===== src/rtl/hazard_unit_if.sv =====
// Hazard-control bundle between the pipeline datapath (master) and hazard_unit (slave).
// Stage bit index on the 5-bit vectors: 0=WB, 1=MEM, 2=EX, 3=ID, 4=IF.
interface hazard_unit_if;
    logic       id_valid;
    logic       ex_valid;
    logic       mem_valid;
    logic [4:0] id_rs;
    logic [4:0] id_rt;
    logic       id_uses_rs;
    logic       id_uses_rt;
    logic [4:0] ex_rd;
    logic       ex_mem_read;
    logic       ex_branch_taken;
    logic       ex_mdu_start;
    logic       ex_mdu_div;
    logic       mem_busy;
    logic       mem_exception;
    logic [4:0] stall;
    logic [4:0] flush;
    logic [4:0] extend;
    logic       mdu_busy;

    modport master (
        output id_valid, ex_valid, mem_valid, id_rs, id_rt, id_uses_rs, id_uses_rt,
               ex_rd, ex_mem_read, ex_branch_taken, ex_mdu_start, ex_mdu_div,
               mem_busy, mem_exception,
        input  stall, flush, extend, mdu_busy
    );

    modport slave (
        input  id_valid, ex_valid, mem_valid, id_rs, id_rt, id_uses_rs, id_uses_rt,
               ex_rd, ex_mem_read, ex_branch_taken, ex_mdu_start, ex_mdu_div,
               mem_busy, mem_exception,
        output stall, flush, extend, mdu_busy
    );
endinterface


===== src/rtl/hazard_unit.sv =====
// Per-stage stall/flush/extend generation for the 5-stage core: load-use, taken branch,
// MEM exception, data-memory wait and a counter FSM holding EX for multi-cycle mul/div.
module hazard_unit #(
    parameter int MUL_CYCLES = 4,
    parameter int DIV_CYCLES = 32
) (
    input  logic          clk,
    input  logic          rst,
    hazard_unit_if.slave  hz
);
    localparam int MAX_CYCLES = (MUL_CYCLES > DIV_CYCLES) ? MUL_CYCLES : DIV_CYCLES;
    localparam int CNT_W      = ($clog2(MAX_CYCLES) < 1) ? 1 : $clog2(MAX_CYCLES);

    typedef enum logic [1:0] {
        IDLE = 2'd0,
        BUSY = 2'd1,
        DONE = 2'd2
    } mdu_state_t;

    mdu_state_t       state_r;
    logic [CNT_W-1:0] cnt_r;

    logic        exc_s;
    logic        ext_mem_s;
    logic        ext_ex_s;
    logic        ex_adv_s;
    logic        mdu_go_s;
    logic        load_use_s;
    logic        branch_flush_s;
    logic [31:0] n_cycles_s;

    assign exc_s     = hz.mem_exception & hz.mem_valid;
    assign ext_mem_s = hz.mem_busy & hz.mem_valid & ~exc_s;
    assign mdu_go_s  = hz.ex_valid & hz.ex_mdu_start & ~exc_s;
    assign ex_adv_s  = ~ext_mem_s & ~ext_ex_s;

    // Occupancy of the operation currently sitting in EX
    always_comb begin
        n_cycles_s = 32'(MUL_CYCLES);
        if (hz.ex_mdu_div) begin
            n_cycles_s = 32'(DIV_CYCLES);
        end else begin
            n_cycles_s = 32'(MUL_CYCLES);
        end
    end

    // EX hold request from the MDU; a one-cycle op never holds EX
    always_comb begin
        ext_ex_s = 1'b0;
        if (exc_s) begin
            ext_ex_s = 1'b0;
        end else begin
            case (state_r)
                IDLE:    ext_ex_s = mdu_go_s & (n_cycles_s >= 32'd2);
                BUSY:    ext_ex_s = (cnt_r != {CNT_W{1'b0}});
                default: ext_ex_s = 1'b0;
            endcase
        end
    end

    // Load-use hazard against the load in EX
    always_comb begin
        load_use_s = 1'b0;
        if (!exc_s && hz.id_valid && hz.ex_valid && hz.ex_mem_read && (hz.ex_rd != 5'd0)) begin
            load_use_s = (hz.id_uses_rs && (hz.id_rs == hz.ex_rd)) ||
                         (hz.id_uses_rt && (hz.id_rt == hz.ex_rd));
        end else begin
            load_use_s = 1'b0;
        end
    end

    // A held branch flushes only on the cycle it actually leaves EX
    assign branch_flush_s = ~exc_s & hz.ex_valid & hz.ex_branch_taken & ex_adv_s;

    assign hz.stall    = {1'b0, load_use_s, 3'b000};
    assign hz.flush    = {1'b0, branch_flush_s, 1'b0, exc_s, 1'b0};
    assign hz.extend   = {2'b00, ext_ex_s, ext_mem_s, 1'b0};
    assign hz.mdu_busy = (state_r != IDLE);

    // MDU counter FSM; DONE parks a finished op until EX is free to advance
    always_ff @(posedge clk) begin
        if (rst) begin
            state_r <= IDLE;
            cnt_r   <= {CNT_W{1'b0}};
        end else if (exc_s) begin
            state_r <= IDLE;
            cnt_r   <= {CNT_W{1'b0}};
        end else begin
            case (state_r)
                IDLE: begin
                    if (mdu_go_s) begin
                        if (n_cycles_s >= 32'd2) begin
                            state_r <= BUSY;
                            cnt_r   <= CNT_W'(n_cycles_s - 32'd2);
                        end else if (!ex_adv_s) begin
                            state_r <= DONE;
                        end else begin
                            state_r <= IDLE;
                        end
                    end else begin
                        state_r <= IDLE;
                    end
                end
                BUSY: begin
                    if (cnt_r != {CNT_W{1'b0}}) begin
                        cnt_r <= cnt_r - CNT_W'(1);
                    end else if (ex_adv_s) begin
                        state_r <= IDLE;
                    end else begin
                        state_r <= DONE;
                    end
                end
                DONE: begin
                    if (ex_adv_s) begin
                        state_r <= IDLE;
                    end else begin
                        state_r <= DONE;
                    end
                end
                default: begin
                    state_r <= IDLE;
                    cnt_r   <= {CNT_W{1'b0}};
                end
            endcase
        end
    end
endmodule


===== src/flat_wrapper.sv =====
// flat-port wrapper written by rule: the top's interface ports become plain ports
module hazard_unit_flat 
#(
    parameter int MUL_CYCLES = 4,
    parameter int DIV_CYCLES = 32
)
  (clk, rst, hz_id_valid, hz_ex_valid, hz_mem_valid, hz_id_rs, hz_id_rt, hz_id_uses_rs, hz_id_uses_rt, hz_ex_rd, hz_ex_mem_read, hz_ex_branch_taken, hz_ex_mdu_start, hz_ex_mdu_div, hz_mem_busy, hz_mem_exception, hz_stall, hz_flush, hz_extend, hz_mdu_busy);
  hazard_unit_if hz_i ();
  input  logic clk;
  input  logic rst;
  input wire logic [$bits(hz_i.id_valid)-1:0] hz_id_valid;
  input wire logic [$bits(hz_i.ex_valid)-1:0] hz_ex_valid;
  input wire logic [$bits(hz_i.mem_valid)-1:0] hz_mem_valid;
  input wire logic [$bits(hz_i.id_rs)-1:0] hz_id_rs;
  input wire logic [$bits(hz_i.id_rt)-1:0] hz_id_rt;
  input wire logic [$bits(hz_i.id_uses_rs)-1:0] hz_id_uses_rs;
  input wire logic [$bits(hz_i.id_uses_rt)-1:0] hz_id_uses_rt;
  input wire logic [$bits(hz_i.ex_rd)-1:0] hz_ex_rd;
  input wire logic [$bits(hz_i.ex_mem_read)-1:0] hz_ex_mem_read;
  input wire logic [$bits(hz_i.ex_branch_taken)-1:0] hz_ex_branch_taken;
  input wire logic [$bits(hz_i.ex_mdu_start)-1:0] hz_ex_mdu_start;
  input wire logic [$bits(hz_i.ex_mdu_div)-1:0] hz_ex_mdu_div;
  input wire logic [$bits(hz_i.mem_busy)-1:0] hz_mem_busy;
  input wire logic [$bits(hz_i.mem_exception)-1:0] hz_mem_exception;
  output wire logic [$bits(hz_i.stall)-1:0] hz_stall;
  output wire logic [$bits(hz_i.flush)-1:0] hz_flush;
  output wire logic [$bits(hz_i.extend)-1:0] hz_extend;
  output wire logic [$bits(hz_i.mdu_busy)-1:0] hz_mdu_busy;
  assign hz_i.id_valid = hz_id_valid;
  assign hz_i.ex_valid = hz_ex_valid;
  assign hz_i.mem_valid = hz_mem_valid;
  assign hz_i.id_rs = hz_id_rs;
  assign hz_i.id_rt = hz_id_rt;
  assign hz_i.id_uses_rs = hz_id_uses_rs;
  assign hz_i.id_uses_rt = hz_id_uses_rt;
  assign hz_i.ex_rd = hz_ex_rd;
  assign hz_i.ex_mem_read = hz_ex_mem_read;
  assign hz_i.ex_branch_taken = hz_ex_branch_taken;
  assign hz_i.ex_mdu_start = hz_ex_mdu_start;
  assign hz_i.ex_mdu_div = hz_ex_mdu_div;
  assign hz_i.mem_busy = hz_mem_busy;
  assign hz_i.mem_exception = hz_mem_exception;
  assign hz_stall = hz_i.stall;
  assign hz_flush = hz_i.flush;
  assign hz_extend = hz_i.extend;
  assign hz_mdu_busy = hz_i.mdu_busy;
  hazard_unit #(.MUL_CYCLES(MUL_CYCLES), .DIV_CYCLES(DIV_CYCLES)) u_core (.clk(clk), .rst(rst), .hz(hz_i));
endmodule

===== config.mk =====
export PLATFORM = sky130hd
export DESIGN_NAME = hazard_unit_flat
export DESIGN_NICKNAME = d
export VERILOG_FILES = /design/src/rtl/hazard_unit_if.sv /design/src/rtl/hazard_unit.sv /design/src/flat_wrapper.sv
export SDC_FILE = /design/constraint.sdc
export NUM_CORES = 1
export LEC_CHECK = 0
export ABC_AREA = 1
export CAP_MARGIN = 30
export CORE_MARGIN = 3
export CORE_UTILIZATION = 41
export DETAILED_ROUTE_END_ITERATION = 10
export PLACE_DENSITY = 0.85
export SLEW_MARGIN = 10
export SYNTH_ARGS = -nofsm -noshare
export SYNTH_HDL_FRONTEND = slang
export SYNTH_SLANG_ARGS = --single-unit

===== constraint.sdc =====
create_clock -name clk -period 2.07 [get_ports clk]
set_input_delay 0.414 -clock clk [delete_from_list [all_inputs] [get_ports clk]]
set_output_delay 0.414 -clock clk [all_outputs]
set_load 0.02 [all_outputs]

==> results.toml <==
[timing]
fmax_mhz = 494
skew_ns = 0.00334
timing.hold.ws_ns = 0.489
report.final.hold_viol_count = 0
slew_viol_final = 0
timing.final.ws_setup_ns = 0.0455
setup_viol_count_final = 0
final.min_clock_period_ns = 2.02
min_period_over_period_pct = 97.8

[layout]
signed_area_change_from_the_synthesized_netlist_to_the_final_layout_pct = 54.4
antenna-diode-count = 0
nets = 209
finish.cell_count_without_fillers = 200
final_layout_size_suffix_gt1_share_pct = 17.7
finalCoreUtilization_pct = 68.7

[global_routing]
grt_pass1_vias = 956
first_pass_grt_wire_length_um = 3860
antenna_found_initial = 0
global_route.overflow_total = 0
grt_start_max_net_pins = 6
groute.usage.overall_pct = 19.3

[cts]
clk_path_buf_depth = 2
cts_root_buf = "sky130_fd_sc_hd__clkbuf_4"
clkSinkCount = 7
insertion_delay_ns = 0.25
tritoncts = "done"
cts-buffers-inserted = 3
cts_max_level = 1
worst_setup_hold_path_clk_slew_ns = 0.05
cts-hold-fix-buffers = 0

[power]
power.static_leakage_nw = 0.648
total_power_uw = 473
power.ir.vdd_worst_mv = 0.347
power.density_cell_area_nw_per_um2 = 386

[synthesis]
yosysWarningCount = 0
syn-cell-area_um2 = 793
post_synth_fa_ha_maj_area_fraction_pct = 7.89
synth-seq-area-share_pct = 17.7
synthMostInstantiatedCell = "sky130_fd_sc_hd__nand2_1"
synthFlopType = "sky130_fd_sc_hd__dfxtp_1"
synthMuxAreaShare_pct = 0
yosysUniqueCellTypes = 22
yosysTopAreaCell = "sky130_fd_sc_hd__dfxtp_1"
post_synth_xor_area_fraction_pct = 5.52
post_synthesis_compound_gate_area_fraction_pct = 12.3
postSynthAreaPerCell_um2 = 6.20
largest_family_of_logic_cells_by_synthesized_area = "simple AND/OR/NAND/NOR gates"
synth_top_cells_by_area = "sky130_fd_sc_hd__dfxtp_1 18%, sky130_fd_sc_hd__buf_4 14%, sky130_fd_sc_hd__nand2_1 11%, sky130_fd_sc_hd__inv_1 11%, sky130_fd_sc_hd__ha_1 7.9%"
synth-edff-count = 0
synth.top_cell.area_share_pct = 17.7
ys_ff_latch = 7
synth.cells.most_frequent = "24 x sky130_fd_sc_hd__nand2_1, 23 x sky130_fd_sc_hd__inv_1, 15 x sky130_fd_sc_hd__buf_4"
synth-simple-area-share_pct = 30.6
postSynth.asyncResetShare_pct = 0
postSynthCellCount = 128

[placed_design]
detailedPlace.worstSlack_ns = -0.446
place_inst = 195
hpwlAfterDp_um = 1950
place_congestion = 0.864
buffer_ports.inserted = 33

[floorplanning]
num_io_pins = 44
core_area_um2 = 1780
design.die.area_um2 = 2500
die_w_um = 50.0
fp-row-count = 15
fp.dieH_um = 50.0
initial_core_util_pct = 44.5

[detailed_routing]
vias_per_cell = 4.86
routed_wirelength_um = 2320
drt_first_iter_violations = 21
drc = 0
drt_first_pass_iters = 4
routedWlPerCell_um = 11.6
routed-via-count = 971
antenna_left = 0

[run_status]
status = "finished clean"

[setup_path]
critical_path_class = "input pin to output port"
worst-r2r-cell-count = 8
worst-endpoint-arrival_ns = 1.61
setup.worst_path.start_class = "input pin"
endpoint_kind = "output port"
crit_required_ns = 1.66
worst-path-max-fanout = 2

[run]
max-cap-violations = 0

[hold_path]
hold_depth = 2
hold_path_class = "flip-flop to flip-flop"
==> per-layer routing <==
layer	share of wire, %	track usage, %	vias to the layer above
met3	6.8	5.14	2
met2	56	37.8	55
met4	0.086	4.61	0
met5	0	0	-
li1	-	-	471
met1	37	19.5	443
==> power by group <==
group	internal (mW)	leakage [nW]	total (mW)	switching, mW
Combinational	0.101	0.574	0.205	0.104
Clock	0.0706	0.0177	0.123	0.0520
Sequential	0.141	0.0569	0.145	0.00409
Total	0.313	0.648	0.473	0.160
==> per-stage QoR <==
| stage | setup TNS, ns | cell area [um2] |
|---|---|---|
| 3_5_place_dp | -1.19 | 1190 |
| 6_report | 0 | 1220 |
| 4_1_cts | 0 | 1200 |
| 5_1_grt | -0.0193 | 1220 |
| 3_3_place_gp | -1.15 | 1190 |
| 2_1_floorplan | 0 | 827 |
==> registers in the layout, summed over array words and instances, names as in the netlist <==
| register | cells |
|---|---|
| u_core.cnt_r | 5 |
| u_core.state_r | 2 |
==> kinds of logic (layout without fill, tap and decap cells) <==
logic type | after synthesis | count (layout)
flip-flops | 7 | 7
adder cells (fa/ha/maj) | 5 | 5
other | 1 | 10
AND/OR/NAND/NOR | 53 | 53
buffers and inverters | 39 | 77
XOR/XNOR | 5 | 5
AO/OA/AOI/OAI | 18 | 18
==> final timing paths <==
| check | from | slack, ns | endpoint |
|---|---|---|---|
| max | hz_id_rt[0] | 0.05 | hz_stall[3] |
| min | u_core.cnt_r[0]$_SDFFE_PP0P_ | 0.49 | u_core.cnt_r[0]$_SDFFE_PP0P_ |
| max reg2reg | u_core.cnt_r[0]$_SDFFE_PP0P_ | 0.64 | u_core.cnt_r[0]$_SDFFE_PP0P_ |
| min reg2reg | u_core.cnt_r[0]$_SDFFE_PP0P_ | 0.49 | u_core.cnt_r[0]$_SDFFE_PP0P_ |
==> critical path, stage by stage <==
cell and delay (ns):
sky130_fd_sc_hd__clkdlybuf4s50_1 0.48, sky130_fd_sc_hd__inv_1 0.04, sky130_fd_sc_hd__nand2_1 0.05, sky130_fd_sc_hd__nand2_1 0.05
sky130_fd_sc_hd__a21oi_1 0.12, sky130_fd_sc_hd__nand4_1 0.13, sky130_fd_sc_hd__a21oi_2 0.16, sky130_fd_sc_hd__buf_4 0.16
==> final cells by class <==
cell class,count,area (um2)
well taps,25,31.3
multi-input cells,91,493
flip-flops and latches,7,140
inverters,24,90.1
clock buffers,3,22.5
fillers,148,558
repair buffers,49,443
clock inverters,1,5.00
==> repair_timing <==
| action | CTS | global route |
|---|---|---|
| gates resized for setup | 15 | 8 |
| setup endpoints to repair | 6 | 3 |
| setup buffers | 0 | 1 |
| pin swaps | 0 | 3 |
==> placed cells by master (no fill, tap or decap), types with 2 or more instances in the layout <==
cell and n:
sky130_fd_sc_hd__nor2_1 11, sky130_fd_sc_hd__o21ai_1 2, sky130_fd_sc_hd__nor3_1 2, sky130_fd_sc_hd__dfxtp_1 7, sky130_fd_sc_hd__inv_1 23, sky130_fd_sc_hd__nand2_2 2
sky130_fd_sc_hd__conb_1 10, sky130_fd_sc_hd__buf_2 2, sky130_fd_sc_hd__nand4_1 6, sky130_fd_sc_hd__xnor2_1 4, sky130_fd_sc_hd__clkbuf_4 3, sky130_fd_sc_hd__dlymetal6s2s_1 4
sky130_fd_sc_hd__nand3_1 5, sky130_fd_sc_hd__o21ai_0 5, sky130_fd_sc_hd__nand2_1 24, sky130_fd_sc_hd__a21oi_1 7, sky130_fd_sc_hd__ha_1 5, sky130_fd_sc_hd__buf_4 17
sky130_fd_sc_hd__clkdlybuf4s50_1 22, sky130_fd_sc_hd__dlygate4sd2_1 4
(Power assumes the default switching activity.)
